--- src/rtl/serial_adder_pkg.sv ---
// serial_adder_pkg: shared FSM state encoding and sizing helper for the digit-serial adder
package serial_adder_pkg;

    typedef logic [1:0] state_t;

    localparam state_t IDLE = 2'd0;
    localparam state_t RUN  = 2'd1;
    localparam state_t DONE = 2'd2;

    // Digit counter width; a single-digit configuration still needs one bit.
    function automatic int cnt_width(input int ndig);
        return (ndig > 1) ? $clog2(ndig) : 1;
    endfunction

endpackage

--- src/rtl/serial_adder_digit_adder.sv ---
// digit_adder: combinational DIGIT-bit ripple of full-adder cells, also exposing the carry into the MSB
module digit_adder
    import serial_adder_pkg::*;
#(
    parameter int DIGIT = 2
) (
    input  logic [DIGIT-1:0] x,
    input  logic [DIGIT-1:0] y,
    input  logic             cin,
    output logic [DIGIT-1:0] s,
    output logic             cout,
    output logic             c_msb
);

    logic [DIGIT:0] c;

    // Ripple the carry LSB to MSB through one full-adder cell per bit.
    always_comb begin
        c[0] = cin;
        for (int i = 0; i < DIGIT; i++) begin
            s[i]     = x[i] ^ y[i] ^ c[i];
            c[i + 1] = (x[i] & y[i]) | (c[i] & (x[i] ^ y[i]));
        end
    end

    assign cout  = c[DIGIT];
    assign c_msb = c[DIGIT-1];

endmodule

--- src/rtl/serial_adder.sv ---
// serial_adder: digit-serial adder/subtractor, DIGIT bits per clock, LSB digit first
module serial_adder
    import serial_adder_pkg::*;
#(
    parameter int WIDTH = 8,
    parameter int DIGIT = 2
) (
    input  logic             clk,
    input  logic             rst_n,
    input  logic             start,
    input  logic             sub,
    input  logic [WIDTH-1:0] a,
    input  logic [WIDTH-1:0] b,
    input  logic             carry_in,
    output logic             busy,
    output logic             done,
    output logic [WIDTH-1:0] sum,
    output logic             carry,
    output logic             overflow
);

    localparam int NDIG = WIDTH / DIGIT;
    localparam int CW   = cnt_width(NDIG);

    generate
        if (WIDTH < 1 || DIGIT < 1 || DIGIT > WIDTH || (WIDTH % DIGIT) != 0) begin : g_bad_params
            $error("serial_adder: need WIDTH >= 1, 1 <= DIGIT <= WIDTH and WIDTH %% DIGIT == 0");
        end
    endgenerate

    state_t           state;
    logic [WIDTH-1:0] a_sr;
    logic [WIDTH-1:0] b_sr;
    logic [WIDTH-1:0] acc;
    logic [WIDTH-1:0] acc_next;
    logic [CW-1:0]    cnt;
    logic             cy;
    logic [DIGIT-1:0] d_sum;
    logic             d_cout;
    logic             d_cmsb;
    logic             last;
    logic             accept;

    digit_adder #(.DIGIT(DIGIT)) u_digit (
        .x     (a_sr[DIGIT-1:0]),
        .y     (b_sr[DIGIT-1:0]),
        .cin   (cy),
        .s     (d_sum),
        .cout  (d_cout),
        .c_msb (d_cmsb)
    );

    // New digit enters at the MSB side; the concat-and-shift form stays legal when DIGIT == WIDTH.
    assign acc_next = WIDTH'({d_sum, acc} >> DIGIT);
    assign last     = cnt == CW'(NDIG - 1);
    assign accept   = start && (state == IDLE || state == DONE);
    assign busy     = state == RUN;
    assign done     = state == DONE;

    // Control FSM, operand shift registers and result publication on the final digit.
    always_ff @(posedge clk or negedge rst_n) begin
        if (!rst_n) begin
            state    <= IDLE;
            a_sr     <= '0;
            b_sr     <= '0;
            acc      <= '0;
            cnt      <= '0;
            cy       <= 1'b0;
            sum      <= '0;
            carry    <= 1'b0;
            overflow <= 1'b0;
        end else if (accept) begin
            state <= RUN;
            a_sr  <= a;
            b_sr  <= b ^ {WIDTH{sub}};
            cy    <= sub | carry_in;
            cnt   <= '0;
        end else if (state == RUN) begin
            a_sr <= a_sr >> DIGIT;
            b_sr <= b_sr >> DIGIT;
            acc  <= acc_next;
            cy   <= d_cout;
            cnt  <= last ? cnt : cnt + 1'b1;
            if (last) begin
                state    <= DONE;
                sum      <= acc_next;
                carry    <= d_cout;
                overflow <= d_cout ^ d_cmsb;
            end
        end else begin
            state <= IDLE;
        end
    end

endmodule

--- config.mk ---
export PLATFORM = sky130hd
export DESIGN_NAME = serial_adder
export DESIGN_NICKNAME = d
export VERILOG_FILES = /design/src/rtl/serial_adder_pkg.sv /design/src/rtl/serial_adder_digit_adder.sv /design/src/rtl/serial_adder.sv
export SDC_FILE = /design/constraint.sdc
export NUM_CORES = 1
export LEC_CHECK = 0
export CORE_MARGIN = 4
export CORE_UTILIZATION = 55
export DETAILED_ROUTE_END_ITERATION = 12
export GPL_TIMING_DRIVEN = 0
export PLACE_DENSITY = 0.8
export SLEW_MARGIN = 20
export SYNTH_ARGS = -nofsm -noshare
export SYNTH_HDL_FRONTEND = slang
export SYNTH_SLANG_ARGS = --single-unit
--- constraint.sdc ---
create_clock -name clk -period 4.34 [get_ports clk]
set_clock_uncertainty 0.05 [all_clocks]
set_input_delay 0.651 -clock clk [delete_from_list [all_inputs] [get_ports clk]]
set_output_delay 0.651 -clock clk [all_outputs]
set_load 0.02 [all_outputs]
# Word level (Yosys, flattened, before mapping)
# Cells that the tools add are included.
# word_totals
ff_bits	39
input_bits	21
elab_cells	48
# op_classes
reduce_logical	7
n_eq_ne	5
n_mux	12
n_bitwise	14
addsub	1
# op_table
operator	count
$mux 8	4
$mux 2	6
$xor 8x8->8	1
$xor 1x1->1	5
$and 1x1->1	4
$eq 2x2->1 const B	2
$reduce_and 2->1	2
$ne 3x1->1 const B	1
$or 1x1->1	3
$reduce_and 3->1	1
$add 2x1->2 const B	1
$eq 2x1->1 const B	1
$logic_not 2->1	1
$mux 1	2
$ne 2x1->1 const B	1
$reduce_bool 2->1	1
$logic_and 1x1->1	1
$logic_or 1x1->1	1
$not 1->1	1

# Longest topological paths before layout
# Gate-level depths: netlist of the first run.
# logic_depth
depth_word	7
ltp_mapped	7
mapped_depth_nobuf	5

# Cells and area by module
# Synthesis of the first run repeated with hierarchy kept, for this count alone.
# unflattened
hier_cells	154
hier_area_um2	1656.6
# by_module_without_submodules
module	instances	cells_per_inst	area_each_um2
serial_adder	1	152	1616.6
digit_adder	1	2	40.0

# Worst setup path after synthesis of the first run
# OpenSTA, ideal clock, no wires.
# synth_path
path_type	register to output
from	reg state[1]
to	out busy
setup_slack_ns	2.700
path_buffers	3
t_arrival_ns	0.939
t_required_ns	3.639
stages_incl_launch_ff	6
cell_sequence	dfrtp_1 nand2b_1 buf_6 inv_4 buf_8 buf_12
# synth_between
elab_chain_cells	1
# synth_rtl
element	line_no	rtl
start: declaration	serial_adder.sv:31	state_t state;
start signal: assignment	serial_adder.sv:63	state <= IDLE;
start signal: assignment	serial_adder.sv:73	state <= RUN;
start signal: assignment	serial_adder.sv:85	state <= DONE;
$eq 2x1->1	serial_adder.sv:57	assign busy = state == RUN;
end: declaration	serial_adder.sv:15	output logic busy,
# Every way passes these cells.

# Worst setup path after layout of the first run
# Same ends and word-level chain as after synthesis.

==> flow_metrics.tcl, run 1 <==
set metrics [dict create \
    outcome "completed" \
    seq_area_frac_synth_pct 54.5 \
    crit_path_start_kind "flip-flop" \
    maxCapViolations 0 \
    start_util_pct 59.6 \
    slowest_stage "clkdlybuf4s50_1" \
    n_fill_cell 232 \
    gr-usage-all-layers_pct 18.2 \
    clk_latency_ns 0.34 \
    die_area_um2 4040 \
    antenna_left 0 \
    hold_class "primary input to asynchronous set/reset pin" \
    layout_worst_path_cycle_share_pct 62.0 \
    setup_viol 0 \
    required_ns 3.64 \
    ys_warn_count 0 \
    regArea_um2 926 \
    ios 33 \
    finalCriticalPeriod_ns 2.69 \
    avgSynthCellArea_um2 11.0 \
    max_freq_mhz 372 \
    drtPass1Iterations 4 \
    crit_type "flip-flop to output port" \
    power_density_nw_per_um2 726 \
    grt_pass1_vias 1271 \
    clk_path_buf_depth 2 \
    yosysUniqueCellTypes 30 \
    drive_above_1_share_pct 17.7 \
    fp.coreArea_um2 2850 \
    portBuffers 31 \
    path_buf_inv 5 \
    hold_viol_final 0 \
    syn-cell-area_um2 1700 \
    finalWeightedCongestion 0.762 \
    critical_path.cell_chain "nand2b_1 -> buf_6 -> inv_4 -> buf_8 -> buf_12 -> clkdlybuf4s50_1" \
    routed_wl_mm 3.31 \
    antenna_cells 0 \
    tightest_slew_ns 0.429 \
    cts_sinks 37 \
    grt_max_degree 29 \
    cts_tree "yes" \
    crit_family "buffers and inverters" \
    critPathMaxStageDelay_ns 0.61 \
    grt_pass1_wl_mm 5.65 \
    rsz0062_at_grt "false" \
    critPathArrivalTime_ns 1.99 \
    cts_setup_buffers 0 \
    ctsHoldBuffers 0 \
    synthCells 154 \
    antenna_found_initial 0 \
    wl_per_cell_um 14.8 \
    path_clk_slew_ns 0.09 \
    via_per_inst 5.48 \
    htreeDepth 2 \
    area_growth_pct 23.9 \
    rows 19 \
    leakage_nw 0.972 \
    crit_path_end_kind "output port" \
    slew_headroom_pct 71.4 \
    fp.dieH_um 63.6 \
    nets 217 \
    tns_ns 0 \
    cts_resized 0 \
    syn-num-nets 178 \
    ir_drop_mv 0.413 \
    overflow 0 \
    dp_hpwl_mm 2.49 \
    worstPathMaxFanout 10 \
    final_max_slew_viol_count 0 \
    drcViolationCount 0 \
    die_x_um 63.6 \
    routed-via-count 1223 \
    setup_ws_ns 1.65 \
    multiInputGateArea_um2 663 \
    yosys_register_bits 37 \
    dp_slack_ns 2.02 \
    cts_buffers 5 \
    root_buffer "clkbuf_4" \
    drt_iter0_markers 35 \
]
-- power breakdown --
| group | internal (mW) | total, mW | switching (mW) |
|---|---|---|---|
| clock | 0.0562 | 0.159 | 0.103 |
| sequential | 0.507 | 0.598 | 0.0910 |
| combinational | 0.373 | 0.772 | 0.399 |
| total | 0.936 | 1.53 | 0.594 |
-- cell usage after synthesis, drive strengths merged --
cell / instances / area, um^2
mux2: 7 / 78.8
a31oi: 7 / 68.8
a22oi: 1 / 12.5
nand2: 35 / 141
xnor2: 3 / 26.3
fa: 2 / 40.0
o211ai: 1 / 7.51
dfrtp: 37 / 926
xor2: 6 / 52.6
nand3: 2 / 10.0
nor2: 11 / 41.3
inv: 8 / 32.5
nor3b: 1 / 7.51
a22o: 4 / 35.0
nand2b: 2 / 12.5
a221o: 4 / 40.0
nor3: 2 / 10.0
o21ai: 8 / 40.0
ha: 1 / 12.5
clkbuf: 1 / 3.75
and2b: 2 / 15.0
nand3b: 1 / 11.3
buf: 8 / 73.8
-- stage by stage --
step	hold slack, ns	std cells	util (%)	instance area (um^2)	power, mW
detailed placement	0.413	217	72.3	2060	1.39
floorplan	0.305	154	-	1700	1.14
finish	0.129	223	73.8	2110	1.53
CTS	0.123	223	73.8	2110	1.54
global placement	0.408	216	71.8	2050	1.35
global route	0.117	223	73.8	2110	1.65
-- cells by family after synthesis --
group           after synthesis  share of synthesized area (%)
simple gates                 56                           14.7
flops                        37                           54.5
compound gates               25                           12.0
buf+inv                      17                           6.48
xor+xnor                      9                           4.64
mux                           7                           4.64
fa+ha+maj                     3                           3.09
-- final timing paths --
path	start	end	slack (ns)	cells after the start
min	rst_n	acc[2]$_DFFE_PN0P_	0.13	1
min reg2reg	acc[3]$_DFFE_PN0P_	acc[3]$_DFFE_PN0P_	0.43	2
min in group clk	acc[3]$_DFFE_PN0P_	acc[3]$_DFFE_PN0P_	0.43	2
max reg2reg	a_sr[0]$_DFFE_PN0P_	overflow$_DFFE_PN0P_	2.58	5
max	state[1]$_DFFE_PN0P_	busy	1.65	6
max in group asynchronous	rst_n	acc[4]$_DFFE_PN0P_	3.69	2
-- layout make-up --
cell class                      instances  area share [%]
Sequential cell                        37            44.0
Multi-Input combinational cell        100            31.5
Timing Repair Buffer                   32            15.4
Buffer                                  9            3.68
Tap cell                               31            1.84
Clock buffer                            5            1.78
Inverter                                8            1.54
Clock inverter                          1           0.238
-- state kept, by name, indices dropped and copies added, names as in the netlist --
signal and cells:
a_sr 8, carry 1, overflow 1, state 2, cnt 2, sum 8, b_sr 8, cy 1
acc 6
-- layout by cell type (no fill, tap or decap), drive strengths merged, types with 2 or more instances in the layout --
| cell | n |
|---|---|
| a221o | 4 |
| a22o | 4 |
| a31oi | 7 |
| and2b | 2 |
| buf | 10 |
| clkbuf | 6 |
| clkdlybuf4s50 | 30 |
| dfrtp | 37 |
| fa | 2 |
| inv | 8 |
| mux2 | 7 |
| nand2 | 35 |
| nand2b | 2 |
| nand3 | 2 |
| nor2 | 11 |
| nor3 | 2 |
| o21ai | 8 |
| xnor2 | 3 |
| xor2 | 6 |
-- layer usage --
layer  track usage [%]  part of all wire, %
met3              4.97                  5.0
met1              20.3                   41
met2              31.6                   52
met5                 0                    0
met4              9.70                  1.3
-- worst reg2reg max path, stage by stage, from the launching register on --
cell and delay, ns:
dfrtp_1 0.34, inv_1 0.07, fa_1 0.48, fa_1 0.44
xnor2_1 0.19, o21ai_0 0.09
(Power assumes the default switching activity.)
==> run 2: changes to the inputs <==
--- a/config.mk
+++ b/config.mk
@@ -6,10 +6,10 @@
 export NUM_CORES = 1
 export LEC_CHECK = 0
 export CORE_MARGIN = 4
-export CORE_UTILIZATION = 55
+export CORE_UTILIZATION = 46
 export DETAILED_ROUTE_END_ITERATION = 12
 export GPL_TIMING_DRIVEN = 0
-export PLACE_DENSITY = 0.8
+export PLACE_DENSITY = 0.71
 export SLEW_MARGIN = 20
 export SYNTH_ARGS = -nofsm -noshare
 export SYNTH_HDL_FRONTEND = slang
==> constraint.sdc (replaced) <==
create_clock -name clk -period 2.4 [get_ports clk]
set_clock_uncertainty 0.05 [all_clocks]
set_input_delay 0.36 -clock clk [delete_from_list [all_inputs] [get_ports clk]]
set_output_delay 0.36 -clock clk [all_outputs]
set_load 0.02 [all_outputs]
==> run 2 against run 1 <==
Worst hold slack better by 0.30 ns. Setup slack worse by 1.2 ns. Wire length is 2.3% lower. Cell area is 5.3% higher. Combinational power is 80% higher. Power is 97% higher. Clock-buffer cell count is 2 higher. Critical endpoint unchanged. Largest cell class unchanged.
==> flow_metrics.tcl, run 2 (synthesized netlist as in run 1, its figures left out) <==
set metrics [dict create \
    clk_latency_ns 0.28 \
    crit_path_end_kind "output port" \
    antenna_left 0 \
    grt_pass1_wl_mm 5.74 \
    hold_viol_final 0 \
    critPathArrivalTime_ns 1.55 \
    cts_buffers 5 \
    drtPass1Iterations 4 \
    final_cells 241 \
    via_per_inst 5.05 \
    antenna_cells 0 \
    layout_worst_path_cycle_share_pct 81.6 \
    r2r_cells 5 \
    dp_hpwl_mm 2.48 \
    routed-via-count 1216 \
    place_inst 232 \
    p_total_mw 3.02 \
    grt-busiest-layer "met2" \
    path_clk_slew_ns 0.07 \
    overflow 0 \
    grt_pass1_vias 1300 \
    use_met1_pct 18.8 \
    ir_drop_mv 0.697 \
    leakage_nw 1.02 \
    tightest_slew_ns 0.438 \
    slew_headroom_pct 70.7 \
    met2_usage_pct 28.8 \
    hold_end "acc[3]$_DFFE_PN0P_" \
    routed_wl_mm 3.23 \
    crit_path_start_kind "flip-flop" \
    ios 33 \
    cts_tree "yes" \
    gr-usage-all-layers_pct 16.3 \
    reg_top3 "a_sr (8), b_sr (8), sum (8)" \
    root_buffer "clkbuf_8" \
    clk_path_buf_depth 2 \
    worstPathMaxFanout 10 \
    reg2reg_from "a_sr[0]$_DFFE_PN0P_" \
    start_util_pct 49.4 \
    worst_hold_path.num_cells 2 \
    required_ns 1.99 \
    rsz0062_at_grt "false" \
    portBuffers 31 \
    outcome "completed" \
    die_x_um 68.8 \
    rows 21 \
    max_freq_mhz 511 \
    r2r_end "overflow$_DFFE_PN0P_" \
    tns_ns 0 \
    nets 218 \
    cts_sinks 37 \
    hold_class "flip-flop to flip-flop" \
    die_area_um2 4730 \
    crit_type "flip-flop to output port" \
    final_cell_mix "37 x dfrtp_1, 31 x nand2_1, 29 x clkdlybuf4s50_1" \
    htreeDepth 2 \
    wl_per_cell_um 13.4 \
    drt_iter0_markers 77 \
    maxCapViolations 0 \
    grt_max_degree 25 \
    antenna_found_initial 0 \
    use_met3_pct 5.19 \
    finalCriticalPeriod_ns 1.96 \
    power_density_nw_per_um2 1360 \
    setup_viol 0 \
    finalWeightedCongestion 0.767 \
    min-delay-start "acc[3]$_DFFE_PN0P_" \
    area_growth_pct 30.6 \
    rrSetupSlack_ns 0.68 \
    drive_above_1_share_pct 17.9 \
    layout_commonest_cell "dfrtp_1" \
    final_max_slew_viol_count 0 \
    fp.coreArea_um2 3440 \
    drcViolationCount 0 \
    fp.dieH_um 68.8 \
]
-- run 2: layout make-up --
cell class	instances	area [um^2]
Inverter	8	32.5
Sequential cell	37	926
Tap cell	46	57.6
Clock inverter	1	30.0
Timing Repair Buffer	33	345
Buffer	9	77.6
Clock buffer	7	86.3
Multi-Input combinational cell	100	663
Fill cell	293	1220
-- run 2: per-layer routing --
layer | vias up | part of all wire [%]
li1 | 591 | -
met1 | 589 | 43
met2 | 33 | 50
met3 | 3 | 5.6
met4 | 0 | 0.99
met5 | - | 0
-- run 2: how the worst max path moves through the flow --
| stage | from | slack, ns | end |
|---|---|---|---|
| after CTS | state[1]$_DFFE_PN0P_ | 0.05 | busy |
| after global routing | state[1]$_DFFE_PN0P_ | 0.34 | busy |
| after global placement | rst_n | 0.14 | a_sr[7]$_DFFE_PN0P_ |
| after detailed placement | state[1]$_DFFE_PN0P_ | 0.37 | busy |
| after floorplan | a_sr[0]$_DFFE_PN0P_ | 0.77 | overflow$_DFFE_PN0P_ |
| final | state[1]$_DFFE_PN0P_ | 0.44 | busy |
-- run 2: worst max-delay path, cell delays in order, from the launching register on --
cell            delay, ns
dfrtp_1              0.41
nand2b_1             0.16
buf_6                0.15
inv_4                0.06
buf_8                0.12
buf_12               0.14
dlymetal6s2s_1       0.23
-- run 2: timing repair --
item	4_1_cts	5_1_grt
hold endpoints to repair	13	0
hold buffers	1	0
buffers inserted	0	0
gates resized for setup	0	1
setup endpoints to repair	0	1
-- run 2: metrics by stage --
stage,worst slack (ns),instance area (um^2),utilization [%],hold WS (ns)
floorplan,0.769,1700,-,0.0144
global placement,0.141,2070,60.1,0.410
detailed placement,0.373,2090,60.7,0.242
CTS,0.0461,2220,64.4,0.433
global route,0.339,2220,64.4,0.477
finish,0.442,2220,64.4,0.427
-- run 2: where the power goes --
part	switching, mW	internal, mW
combinational	0.708	0.679
sequential	0.165	0.919
clock	0.206	0.339
total	1.08	1.94
